**src/rtl/apb_master_bridge.sv**
```systemverilog
// apb_master_bridge
//   Single-outstanding APB requester. A valid/ready request is turned into an
//   APB SETUP + ACCESS sequence. The result comes back as a one-cycle response
//   pulse. An optional ACCESS-phase timeout aborts transfers to a dead slave.
// Ports
//   PCLK, PRESET        : clock, synchronous active-high reset
//   req_*               : request port (valid/ready, write, addr, wdata, strb)
//   rsp_*               : response pulse (valid, rdata, err, timeout)
//   PSEL..PSTRB         : APB master outputs (all registered)
//   PRDATA/PREADY/PSLVERR : APB slave returns, only sampled in ACCESS
module apb_master_bridge #(
  parameter int ADDR_WIDTH = 8,
  parameter int DATA_WIDTH = 8,
  parameter int TIMEOUT    = 16,
  parameter int TO_WIDTH   = 5
) (
  input  logic                  PCLK,
  input  logic                  PRESET,
  input  logic                  req_valid,
  output logic                  req_ready,
  input  logic                  req_write,
  input  logic [ADDR_WIDTH-1:0] req_addr,
  input  logic [DATA_WIDTH-1:0] req_wdata,
  input  logic                  req_strb,
  output logic                  rsp_valid,
  output logic [DATA_WIDTH-1:0] rsp_rdata,
  output logic                  rsp_err,
  output logic                  rsp_timeout,
  output logic                  PSEL,
  output logic                  PENABLE,
  output logic                  PWRITE,
  output logic [ADDR_WIDTH-1:0] PADDR,
  output logic [DATA_WIDTH-1:0] PWDATA,
  output logic                  PSTRB,
  input  logic [DATA_WIDTH-1:0] PRDATA,
  input  logic                  PREADY,
  input  logic                  PSLVERR
);

  typedef enum logic [1:0] {IDLE, SETUP, ACCESS} state_t;

  // Counter value on the last permitted ACCESS cycle (unused when TIMEOUT==0).
  localparam logic [TO_WIDTH-1:0] TO_LAST = TO_WIDTH'(TIMEOUT - 1);

  state_t                r_state, w_state_nx;
  logic                  r_ready;
  logic                  r_psel, w_psel_nx;
  logic                  r_penable, w_penable_nx;
  logic                  r_pwrite, w_pwrite_nx;
  logic [ADDR_WIDTH-1:0] r_paddr, w_paddr_nx;
  logic [DATA_WIDTH-1:0] r_pwdata, w_pwdata_nx;
  logic                  r_pstrb, w_pstrb_nx;
  logic                  r_rsp_valid, w_rsp_valid_nx;
  logic [DATA_WIDTH-1:0] r_rsp_rdata, w_rsp_rdata_nx;
  logic                  r_rsp_err, w_rsp_err_nx;
  logic                  r_rsp_to, w_rsp_to_nx;
  logic [TO_WIDTH-1:0]   r_cnt, w_cnt_nx;
  logic                  w_to_hit;

  assign w_to_hit = (TIMEOUT != 0) && (r_cnt == TO_LAST);

  always_comb begin
    // Address/control and read data hold; response flags self-clear.
    w_state_nx     = r_state;
    w_psel_nx      = r_psel;
    w_penable_nx   = r_penable;
    w_pwrite_nx    = r_pwrite;
    w_paddr_nx     = r_paddr;
    w_pwdata_nx    = r_pwdata;
    w_pstrb_nx     = r_pstrb;
    w_rsp_valid_nx = 1'b0;
    w_rsp_rdata_nx = r_rsp_rdata;
    w_rsp_err_nx   = 1'b0;
    w_rsp_to_nx    = 1'b0;
    w_cnt_nx       = r_cnt;
    unique case (r_state)
      IDLE: begin
        w_psel_nx    = 1'b0;
        w_penable_nx = 1'b0;
        if (req_valid && r_ready) begin
          w_pwrite_nx = req_write;
          w_paddr_nx  = req_addr;
          w_pwdata_nx = req_wdata;
          w_pstrb_nx  = req_strb;
          w_psel_nx   = 1'b1;
          w_state_nx  = SETUP;
        end
      end
      SETUP: begin
        w_penable_nx = 1'b1;
        w_cnt_nx     = '0;
        w_state_nx   = ACCESS;
      end
      ACCESS: begin
        // PREADY takes priority over the timeout on the same edge.
        if (PREADY) begin
          w_psel_nx      = 1'b0;
          w_penable_nx   = 1'b0;
          w_rsp_valid_nx = 1'b1;
          w_rsp_err_nx   = PSLVERR;
          w_rsp_rdata_nx = r_pwrite ? '0 : PRDATA;
          w_state_nx     = IDLE;
        end else if (w_to_hit) begin
          w_psel_nx      = 1'b0;
          w_penable_nx   = 1'b0;
          w_rsp_valid_nx = 1'b1;
          w_rsp_err_nx   = 1'b1;
          w_rsp_to_nx    = 1'b1;
          w_rsp_rdata_nx = '0;
          w_state_nx     = IDLE;
        end else begin
          w_cnt_nx = r_cnt + 1'b1;
        end
      end
      default: w_state_nx = IDLE;
    endcase
  end

  always_ff @(posedge PCLK) begin
    if (PRESET) begin
      r_state     <= IDLE;
      r_ready     <= 1'b0;
      r_psel      <= 1'b0;
      r_penable   <= 1'b0;
      r_pwrite    <= 1'b0;
      r_paddr     <= '0;
      r_pwdata    <= '0;
      r_pstrb     <= 1'b0;
      r_rsp_valid <= 1'b0;
      r_rsp_rdata <= '0;
      r_rsp_err   <= 1'b0;
      r_rsp_to    <= 1'b0;
      r_cnt       <= '0;
    end else begin
      r_state     <= w_state_nx;
      // Registered ready tracks the state being entered, so it is high
      // alongside rsp_valid.
      r_ready     <= (w_state_nx == IDLE);
      r_psel      <= w_psel_nx;
      r_penable   <= w_penable_nx;
      r_pwrite    <= w_pwrite_nx;
      r_paddr     <= w_paddr_nx;
      r_pwdata    <= w_pwdata_nx;
      r_pstrb     <= w_pstrb_nx;
      r_rsp_valid <= w_rsp_valid_nx;
      r_rsp_rdata <= w_rsp_rdata_nx;
      r_rsp_err   <= w_rsp_err_nx;
      r_rsp_to    <= w_rsp_to_nx;
      r_cnt       <= w_cnt_nx;
    end
  end

  assign req_ready   = r_ready;
  assign PSEL        = r_psel;
  assign PENABLE     = r_penable;
  assign PWRITE      = r_pwrite;
  assign PADDR       = r_paddr;
  assign PWDATA      = r_pwdata;
  assign PSTRB       = r_pstrb;
  assign rsp_valid   = r_rsp_valid;
  assign rsp_rdata   = r_rsp_rdata;
  assign rsp_err     = r_rsp_err;
  assign rsp_timeout = r_rsp_to;

endmodule

```
**config.mk**
```make
export PLATFORM = sky130hd
export DESIGN_NAME = apb_master_bridge
export DESIGN_NICKNAME = d
export VERILOG_FILES = /design/src/rtl/apb_master_bridge.sv
export SDC_FILE = /design/constraint.sdc
export NUM_CORES = 1
export LEC_CHECK = 0
export CAP_MARGIN = 5
export CORE_ASPECT_RATIO = 1.75
export CORE_MARGIN = 8
export CORE_UTILIZATION = 41
export DETAILED_ROUTE_END_ITERATION = 10
export PLACE_DENSITY = 0.78
export SYNTH_ARGS = -nofsm -noshare
export SYNTH_HDL_FRONTEND = slang
export SYNTH_SLANG_ARGS = --single-unit
```
**constraint.sdc**
```tcl
create_clock -name PCLK -period 2.6 [get_ports PCLK]
set_input_delay 0.26 -clock PCLK [delete_from_list [all_inputs] [get_ports PCLK]]
set_output_delay 0.26 -clock PCLK [all_outputs]
set_load 0.01 [all_outputs]
```
==> results of run 1 <==
## cell families after synthesis
kind of cell               share of synthesized area
buffers and inverters                         0.0356
adders and majority gates                     0.0178
AOI/OAI and AO/OA                              0.239
muxes                                         0.0151
DFF                                            0.555
and+or+nand+nor                                0.137
## stage by stage
stage	util	setup WS (ns)	hold slack, ns	cell area, um^2	cells
2_1_floorplan	-	0.720	0.385	1410	125
3_3_place_gp	0.623	0.667	0.455	2070	228
6_report	0.649	0.554	0.478	2160	236
5_1_grt	0.649	0.444	0.502	2160	236
3_5_place_dp	0.623	0.561	0.456	2070	228
4_1_cts	0.649	0.546	0.480	2160	236
## layout by cell type (no fill, tap or decap), drive strengths merged, types with 3 or more instances in the layout
| cell | netlist | final |
|---|---|---|
| a21oi | 3 | 3 |
| and2 | 3 | 3 |
| o21ai | 4 | 4 |
| nor2 | 5 | 5 |
| buf | 3 | 3 |
| nand3 | 3 | 3 |
| inv | 5 | 5 |
| dfxtp | 39 | 39 |
| a22o | 26 | 26 |
| clkbuf | 4 | 6 |
| clkdlybuf4s50 | 0 | 62 |
| a31oi | 3 | 3 |
## final cells by class
cell class / instances / area [um^2]
tap: 45 / 56.3
sequential: 39 / 781
timing repair buffer: 65 / 643
multi-input combinational: 74 / 576
inverter: 5 / 18.8
clock buffer: 6 / 72.6
clock inverter: 2 / 12.5
fill: 265 / 1170
## per-layer routing
layer,global-route usage,vias up,part of all wire
met2,0.237,46,0.49
met5,0,-,0
met1,0.142,581,0.39
met4,0.0621,0,0.025
met3,0.0550,8,0.089
li1,-,599,-
## worst min-delay path by stage
stage                              startpoint                   endpoint  slack [ns]  cells after the start
floorplan                         req_addr[1]      PADDR[1]$_SDFFE_PP0P_        0.39                      1
global placement    rsp_rdata[1]$_SDFFE_PP0P_  rsp_rdata[1]$_SDFFE_PP0P_        0.46                      1
detailed placement  rsp_rdata[3]$_SDFFE_PP0P_  rsp_rdata[3]$_SDFFE_PP0P_        0.46                      1
CTS                      PENABLE$_SDFFE_PP0P_       PENABLE$_SDFFE_PP0P_        0.48                      2
global route             PENABLE$_SDFFE_PP0P_       PENABLE$_SDFFE_PP0P_        0.50                      2
finish              rsp_rdata[3]$_SDFFE_PP0P_  rsp_rdata[3]$_SDFFE_PP0P_        0.48                      1
## power by group
group	total (mW)	leakage, nW	internal [mW]	switching [mW]
registers	0.635	0.317	0.619	0.0164
logic	0.152	0.457	0.0959	0.0562
clock network	0.393	0.0412	0.187	0.206
total	1.18	0.815	0.902	0.278
## flip-flops by register name (all words and copies together), names as in the netlist, 2 cells and up
register   count
PADDR          8
PWDATA         8
r_cnt          5
r_state        2
rsp_rdata      8
## worst max-delay path, cell delays in order (launching register included)
cell,delay (ns)
dfxtp_1,0.34
ha_1,0.23
and3_1,0.19
ha_1,0.25
or2_2,0.33
a31oi_2,0.43
a22o_1,0.20
==> impl_metrics.toml, run 1 <==
[outcome]
status = "complete, no violations"

[run]
maxCapViolations = 0

[route]
drt-total-wl_um = 3920
vias = 1234
drc = 0
routedWlPerCell_um = 16.6
antenna_left = 0
drt-initial-drc-count = 17
detail_route.vias_per_cell = 5.23
drt-pass1-iter-count = 4

[die]
start_util = 0.423
fp-row-count = 28
ioPinCount = 63
die_h_um = 93.5
core-area_mm2 = 0.00333
die_area_mm2 = 0.00563
die_x_um = 60.3

[pwr]
p_leak_nw = 0.815
p_per_area_mw_per_mm2 = 546
power.total_mw = 1.18
peakVddDrop_v = 0.000396

[critical_path]
crit_arrival_ns = 2.27
startpoint = "r_cnt[0]$_SDFFE_PP0P_"
rr_endpoint = "rsp_rdata[1]$_SDFFE_PP0P_"
setup.worst_path.class = "flip-flop to flip-flop"
endpoint = "rsp_rdata[1]$_SDFFE_PP0P_"
reg2reg_depth = 6
cp-end-kind = "flip-flop"
cp_max_fo = 9
ff2ff_setup_slack_ns = 0.55
startpoint_type = "flip-flop"
critPathRequiredTime_ns = 2.83
rr_startpoint = "r_cnt[0]$_SDFFE_PP0P_"

[clock_tree]
cts.path.max_buffers = 2
cts-buffers-inserted = 5
cts_tree = "done"
htreeDepth = 2
clkLatencyLatePin_ns = 0.28
cts_setup_buffers = 0
path_clk_slew_ns = 0.08
cts_resized = 0
cts_root_buffer = "clkbuf_8"
ctsHoldBuffers = 0
cts_sinks = 39

[grt]
grt_usage = 0.139
overflow = 0
antenna_found_initial = 0
grt_max_degree = 21
grt_pass1_vias = 1253
grt_pass1_wl_um = 6030

[hold_path]
hp-class = "flip-flop to flip-flop"

[synthesis]
syn_area_per_cell_um2 = 11.3
yosysTopAreaCellShare = 0.555
ys_ff_latch = 39
synth_fp_nets = 158
synth-edff-count = 0
synth.most_common_cell = "dfxtp_1"
synth_area_mm2 = 0.00141
synthCells = 125
ys_async_sr_fraction = 0
netlist_top_cells_area = "dfxtp_1 (56%), a22o_1 (16%), a31oi_2 (1.8%), ha_1 (1.8%), or3b_4 (1.6%)"
ys.flop_type = "dfxtp_1"
synth_common_cells = "dfxtp_1 (39), a22o_1 (26), inv_1 (5), nor2_1 (5), o21ai_0 (4)"
yosysTopAreaCell = "dfxtp_1"
yosys_warnings = 0
ys_seq_area_frac = 0.555
synth_cell_type_count = 34

[layout]
drive_gt1_frac = 0.0890
areaGrowthSynthToFinish_pct = 53.6
final_nets = 223
n_antenna_cell = 0

[sta]
finalCriticalPeriod_ns = 2.05
fin_tns_setup_ns = 0
fmax_mhz = 489
post-route-period-util = 0.787
rsz0062_at_grt = "false"
fin_worst_skew_ns = 0.00407
max_slew.worst_pin.slew_ns = 0.452
setup_viol = 0
hold_violations = 0
slew_violations = 0
max-slew-margin-rel = 0.698

[placed_design]
portBuffers = 62
place.gp.congestion = 0.728
hpwlAfterDp_um = 3050
Power figures use the tool's default switching activity.
==> run 2, diff against run 1 <==
Clock period 2.6 ns to 2.1 ns, I/O delays scaled along.
==> impl_metrics.toml, run 2 (synthesis results as in run 1) <==
[outcome]
status = "complete, no violations"

[clock_tree]
cts_tree = "done"
cts.path.max_buffers = 2
htreeDepth = 2
cts_root_buffer = "clkbuf_8"
path_clk_slew_ns = 0.08
cts_setup_buffers = 0
cts_sinks = 39
clkLatencyLatePin_ns = 0.29
cts_resized = 0
cts-buffers-inserted = 5
ctsHoldBuffers = 0

[sta]
fmax_mhz = 500
max-slew-margin-rel = 0.527
setup_ws_ns = 0.101
finalCriticalPeriod_ns = 2.00
rsz0062_at_grt = "false"
max_slew.worst_pin.slew_ns = 0.708
hold_violations = 0
slew_violations = 0
setup_viol = 0
whs_ns = 0.478
fin_worst_skew_ns = 0.00444
post-route-period-util = 0.952
fin_tns_setup_ns = 0

[critical_path]
ff2ff_setup_slack_ns = 0.10
critPathRequiredTime_ns = 2.29
crit_arrival_ns = 2.19
rr_endpoint = "req_ready$_SDFF_PP0_"
startpoint_type = "flip-flop"
endpoint = "req_ready$_SDFF_PP0_"
cp-end-kind = "flip-flop"
cp_max_fo = 7
rr_startpoint = "r_cnt[0]$_SDFFE_PP0P_"
setup.worst_path.class = "flip-flop to flip-flop"
reg2reg_depth = 6
startpoint = "r_cnt[0]$_SDFFE_PP0P_"

[route]
detail_route.vias_per_cell = 5.30
drc = 0
drt-pass1-iter-count = 4
wl_met2_um = 2080
dr_wl_met3_um = 392
vias = 1256
antenna_left = 0
routedWlPerCell_um = 17.4
drt-total-wl_um = 4120
drt-initial-drc-count = 22
drt-met1-wl_um = 1550
dr.max_layer_used = "met4"

[layout]
drive_gt1_frac = 0.0990
n_fill_cell = 261
final_cells = 237
areaGrowthSynthToFinish_pct = 56.7
layout_common_cells = "clkdlybuf4s50_1 (62), dfxtp_1 (39), a22o_1 (26)"
n_antenna_cell = 0
final_nets = 224
final_common_cell = "clkdlybuf4s50_1"
final_area_mm2 = 0.00220

[die]
die_x_um = 60.3
fp-row-count = 28
start_util = 0.423
die_area_mm2 = 0.00563
die_h_um = 93.5
ioPinCount = 63
core-area_mm2 = 0.00333

[grt]
overflow = 0
antenna_found_initial = 0
grt_max_degree = 21
grt_pass1_vias = 1241
grt_pass1_wl_um = 6370
grt_usage = 0.148

[hold_path]
hp-class = "flip-flop to flip-flop"

[pwr]
power_frac_seq = 0.492
p_switching_mw = 0.358
p_comb_frac = 0.121
peakVddDrop_v = 0.000573
p_leak_nw = 0.837
swShare = 0.224
p_int_mw = 1.24
p_per_area_mw_per_mm2 = 726
p_clk_frac = 0.387

[placed_design]
placed_cells = 229
portBuffers = 62
post-place-ws_ns = 0.0799
place.gp.congestion = 0.744
placed_area_mm2 = 0.00208
hpwlAfterDp_um = 3050

[run]
maxCapViolations = 0
-- run 2: worst min-delay path by stage --
stage	from	to	slack (ns)	cells after the start
after floorplan	req_addr[1]	PADDR[1]$_SDFFE_PP0P_	0.34	1
after global placement	rsp_rdata[1]$_SDFFE_PP0P_	rsp_rdata[1]$_SDFFE_PP0P_	0.45	1
after detailed placement	rsp_rdata[3]$_SDFFE_PP0P_	rsp_rdata[3]$_SDFFE_PP0P_	0.46	1
after CTS	PENABLE$_SDFFE_PP0P_	PENABLE$_SDFFE_PP0P_	0.48	2
after global routing	req_wdata[5]	PWDATA[5]$_SDFFE_PP0P_	0.51	2
final	PENABLE$_SDFFE_PP0P_	PENABLE$_SDFFE_PP0P_	0.48	2
-- run 2: critical path, stage by stage, from the launching register on --
cell and delay (ns):
dfxtp_1 0.34, ha_1 0.23, and3_1 0.20, ha_1 0.25, or3b_4 0.45, mux2_2 0.28, and2_1 0.15
-- run 2: layer usage --
layer / global-route usage / up-vias
li1: - / 601
met1: 0.159 / 589
met2: 0.249 / 57
met3: 0.0536 / 9
met4: 0.0621 / 0
met5: 0 / -
-- run 2: final cells by class --
type | count | area (um^2) | share of cell area
clock buffers | 5 | 68.8 | 0.0312
flip-flops and latches | 39 | 781 | 0.354
repair buffers | 66 | 651 | 0.295
multi-input cells | 74 | 584 | 0.265
inverters | 5 | 18.8 | 0.00852
well taps | 45 | 56.3 | 0.0256
clock inverters | 3 | 43.8 | 0.0199
-- run 2: per-stage QoR --
| stage | power, mW | util |
|---|---|---|
| after global routing | 1.67 | 0.662 |
| after CTS | 1.62 | 0.659 |
| final | 1.60 | 0.662 |
| after global placement | 0.991 | 0.626 |
| after detailed placement | 0.995 | 0.626 |
| after floorplan | 0.868 | - |
-- run 2: power by group through the flow --
| stage | combinational (mW) | clock [mW] | sequential, mW |
|---|---|---|---|
| 2_1_floorplan | 0.0591 | 0 | 0.809 |
| 3_3_place_gp | 0.189 | 0 | 0.801 |
| 3_5_place_dp | 0.192 | 0 | 0.803 |
| 4_1_cts | 0.194 | 0.635 | 0.786 |
| 5_1_grt | 0.208 | 0.667 | 0.790 |
| 6_report | 0.193 | 0.620 | 0.786 |
==> run 3, diff against run 2 <==
Settings changed: SKIP_CTS_REPAIR_TIMING set to 1.
==> results of run 3 <==
The final DEF is identical to that of run 2; final timing and power are the same.
==> edit 1 (flow settings as in run 2) <==
Encoding of `state_t`: now one-hot (3 bits for 3 states).
--- a/src/rtl/apb_master_bridge.sv
+++ b/src/rtl/apb_master_bridge.sv
@@ -39,3 +39,3 @@
 
-  typedef enum logic [1:0] {IDLE, SETUP, ACCESS} state_t;
+  typedef enum logic [2:0] {IDLE = 3'b001, SETUP = 3'b010, ACCESS = 3'b100} state_t;
 
Function: no difference found for any inputs over 10 cycles, from zero or initial values and one cycle with PRESET high; not proved beyond that.
==> edit 1 against run 2 <==
Area after synthesis up 3.6%; total power down 7.3%; clock skew down 0.00066 ns; sequential cell count up 1; worst setup slack worse by 0.068 ns; cell area up 2.9%; sequential power up 2%; critical path depth unchanged; wire length down 5.2%; largest power group unchanged; largest cell class unchanged.
==> edit 1: results (changes against run 2) <==
* Post-Syn Nets at 159 (+0.63%)
* Layout cell share with drive strength beyond 1 at 15.9% (+6.0 points)
* Mapped Cells at 126 (+0.80%)
* Most common library cells after synthesis: 40 x dfxtp_1, 20 x a22o_1, 8 x nor2_1
* Warning count from the yosys run at 0 (unchanged)
* Nets@finish at 227 (+1.3%)
* HP Class: reg2reg
* RePlAce Congestion at 0.756 (+1.6%)
* Worst Path Max Fanout at 4 (-3)
* Worst-Margin Slew at 0.820 ns (+0.111 ns)
* Largest net degree at the start of global routing at 19 (-9.5%)
* Worst clock skew at 0.00378 ns (-0.000656 ns)
* Unique masters post-synth at 35 (+2.9%)
* Total Routing Usage GR at 14.5% (-0.29 points)
* Final WL at 3910 um (-5.2%)
* Peak supply drop at 0.496 mV (-13%)
* Initial drt markers at 31 (+41%)
* Largest stage delay, worst path at 0.53 ns (+0.08 ns)
* Lkg Pwr at 0.000856 uW (+2.2%)
* Top cells by area, synth: dfxtp_1 55%, a22o_1 12%, a22o_2 4.1%, nand2b_1 3.0%, nor2_1 2.1%
* Status: complete, no violations
* Critical path arrival at 2.25 ns (+0.06 ns)
* Antenna Cells at 0 (unchanged)
* Fill cell total of the finished layout at 289 (+11%)
* First-pass GRT wire length at 6360 um (-0.11%)
* Drt via density at 5.27 (-0.54%)
* Seq/Total Area, Yosys at 55.0% (-0.53 points)
* CP max-delay cell: or4b_4
* HPWL Detailed at 2990 um (-2.0%)
* Vias at 1265 (+0.72%)
edit 1: metrics by stage:
step	area, um^2	setup slack [ns]
2_1_floorplan	1460	0.0121
3_3_place_gp	2160	0.0637
3_5_place_dp	2160	0.0138
4_1_cts	2250	0.00376
5_1_grt	2270	-0.0141
6_report	2270	0.0326
edit 1: cells by family (layout without fill, tap and decap cells):
group / after synthesis / count (layout) / synth area share (%)
buffers and inverters: 9 / 78 / 3.35
AOI/OAI and AO/OA: 38 / 38 / 22.9
adders and majority gates: 2 / 2 / 1.72
muxes: 2 / 2 / 1.46
DFF: 40 / 40 / 55.0
and+or+nand+nor: 35 / 35 / 15.6
edit 1: cell type report:
cell class	count	area [um^2]	share of cell area [%]
sequential	40	803	35.4
clock buffer	8	90.1	3.97
timing repair buffer	68	669	29.5
inverter	2	7.51	0.331
multi-input combinational	77	641	28.3
tap	45	56.3	2.48
edit 1: layer usage:
layer / wire [um] / vias up / global-route usage, %
met1: 1410 / 600 / 13.7
met3: 458 / 6 / 8.58
met2: 1980 / 58 / 24.6
li1: - / 601 / -
met4: 58 / 0 / 5.28
met5: 0 / - / 0
edit 1: where the power goes:
| group | internal, uW | leakage (uW) | switching (uW) |
|---|---|---|---|
| Sequential | 781 | 0.000326 | 17.6 |
| Combinational | 110 | 0.000485 | 61.0 |
| Clock | 268 | 0.0000455 | 245 |
edit 1: worst paths after layout:
kind,startpoint,to,slack (ns),cells after the start
worst min-delay path,r_cnt[0],r_cnt[0],0.47,1
worst max register to register,r_cnt[0],r_cnt[4],0.03,6
worst min register to register,r_cnt[0],r_cnt[0],0.47,1
worst max-delay path,r_cnt[0],r_cnt[4],0.03,6
==> edit 2 (settings of run 2) <==
Made on the original files. Set the parameter `DATA_WIDTH` to 12 (it was 8).
--- a/src/rtl/apb_master_bridge.sv
+++ b/src/rtl/apb_master_bridge.sv
@@ -12,3 +12,3 @@
   parameter int ADDR_WIDTH = 8,
-  parameter int DATA_WIDTH = 8,
+  parameter int DATA_WIDTH = 12,
   parameter int TIMEOUT    = 16,
Ports: changed (resized PRDATA, PWDATA, req_wdata and rsp_rdata); port bits go from 63 to 79. No check against the original RTL was run, so the function may have changed too.
==> edit 2 against run 2 <==
Cell area is 17% higher; total power is 8.3% higher; wire length is 17% higher; clock skew is 0.0071 ns higher; worst setup slack better by 0.041 ns; sequential cell count is 8 higher; area after synthesis is 19% higher; global-route usage is 0.052 points lower; via count is 15% higher; critical endpoint unchanged.
==> edit 2: results (changes against run 2) <==
* Clk root buf: clkbuf_8
* Worst Path Max Fanout at 7 (unchanged)
* Top cells by area, synth: dfxtp_1 56%, a22o_1 18%, ha_1 1.5%, nor2b_1 1.5%, buf_4 1.4%
* CTS resizes at 0 (unchanged)
* Post-Syn Nets at 187 (+18%)
* Layout cell share with drive strength beyond 1 at 8.44% (-1.5 points)
* CTS buffer count at 5 (unchanged)
* R2R depth at 6 (unchanged)
* Status: complete, no violations
* Peak supply drop at 0.529 mV (-7.7%)
* Post-CTS Setup Inserts at 0 (unchanged)
* FF-to-FF setup slack at 0.14 ns (+0.04 ns)
* Max clock buf depth at 2 (unchanged)
* Worst clock skew at 0.0116 ns (+0.00712 ns)
* Clock Latency Late Sink at 0.30 ns
* Nets@finish at 265 (+18%)
* HPWL Detailed at 3720 um (+22%)
* RePlAce Congestion at 0.897 (+21%)
* Max_slew headroom at 65.9% (+13 points)
* CTS H-tree lvls at 2 (unchanged)
* Warning count from the yosys run at 0 (unchanged)
* CTS clk-pin slew, worst paths at 0.09 ns
* Initial antenna violation count at 0 (unchanged)
* Hold WS at 0.470 ns (-0.00834 ns)
* Initial drt markers at 28 (+27%)
* Seq/Total Area, Yosys at 56.5% (+0.94 points)
* Vias in the first global route at 1490 (+20%)
* Buffers on Ports at 78 (+26%)
* WL/cell at 17.6 um (+1.3%)
* Critical path arrival at 2.16 ns (-0.03 ns)
* Antenna Cells at 0 (unchanged)
* Detailed Routing Iterations Pass 1 at 4 (unchanged)
* Worst r2r dst: req_ready
* Post-synth ARST share at 0% (unchanged)
* Hold Crit Start: PSLVERR
* R2R Path Start: r_cnt[0]
* Unique masters post-synth at 37 (+8.8%)
* Most common library cells after synthesis: 47 x dfxtp_1, 34 x a22o_1, 6 x nor2_1
* Area post-placement at 2480 um^2 (+19%)
* First-pass GRT wire length at 7570 um (+19%)
* Primary FF master, synth: dfxtp_1
* HP Class: in2reg
* Hold path endpoint: rsp_err
* Lkg Pwr at 0.000964 uW (+15%)
* Total Routing Usage GR at 14.8% (-0.052 points)
* Largest net degree at the start of global routing at 25 (+19%)
* Drt via density at 5.30 (about the same)
* Hold depth at 3 (+1)
[edit 2: worst max-delay path by stage]
stage,cells after the start,to,startpoint,slack (ns)
2_1_floorplan,6,req_ready,r_cnt[0],0.20
3_3_place_gp,6,req_ready,r_cnt[0],0.15
3_5_place_dp,6,req_ready,r_cnt[0],0.08
4_1_cts,6,req_ready,r_cnt[0],0.05
5_1_grt,6,req_ready,r_cnt[0],0.05
6_report,6,req_ready,r_cnt[0],0.14
[edit 2: final cells by class]
class | instances | area (um^2)
Sequential cell | 47 | 941
Multi-Input combinational cell | 86 | 664
Tap cell | 48 | 60.1
Clock inverter | 3 | 22.5
Fill cell | 328 | 1330
Clock buffer | 5 | 68.8
Timing Repair Buffer | 82 | 811
Inverter | 2 | 7.51
[edit 2: layer usage]
| layer | routed length (um) | GRT usage [%] |
|---|---|---|
| met2 | 2680 | 27.6 |
| met3 | 261 | 5.13 |
| met4 | 108 | 5.91 |
| met1 | 1760 | 14.1 |
| met5 | 0 | 0 |
[edit 2: stage by stage]
step / std cells / setup WS, ns / utilization (%)
after floorplan: 146 / 0.198 / -
after global placement: 265 / 0.146 / 63.5
after detailed placement: 265 / 0.0822 / 63.5
after CTS: 273 / 0.0485 / 65.8
after global routing: 273 / 0.0544 / 66.0
final: 273 / 0.142 / 66.0
[edit 2: kinds of logic after synthesis]
kind of cell / after synthesis / share of synthesized area, %
AO/OA/AOI/OAI: 50 / 24.6
adder cells (fa/ha/maj): 2 / 1.50
multiplexers: 2 / 1.28
buffers and inverters: 13 / 4.35
AND/OR/NAND/NOR: 32 / 11.9
flip-flops: 47 / 56.5
[edit 2: critical path: stages (launching register included)]
cell and delay (ns):
dfxtp_1 0.36, ha_1 0.23, and3_1 0.20, ha_2 0.22
or3b_4 0.42, mux2_2 0.28, and2_1 0.16
[edit 2: where the power goes]
| group | internal (uW) | leakage (uW) | switching, uW |
|---|---|---|---|
| Sequential | 923 | 0.000381 | 23.0 |
| Clock | 241 | 0.0000489 | 317 |
| Combinational | 145 | 0.000534 | 83.3 |
| Total | 1310 | 0.000964 | 423 |
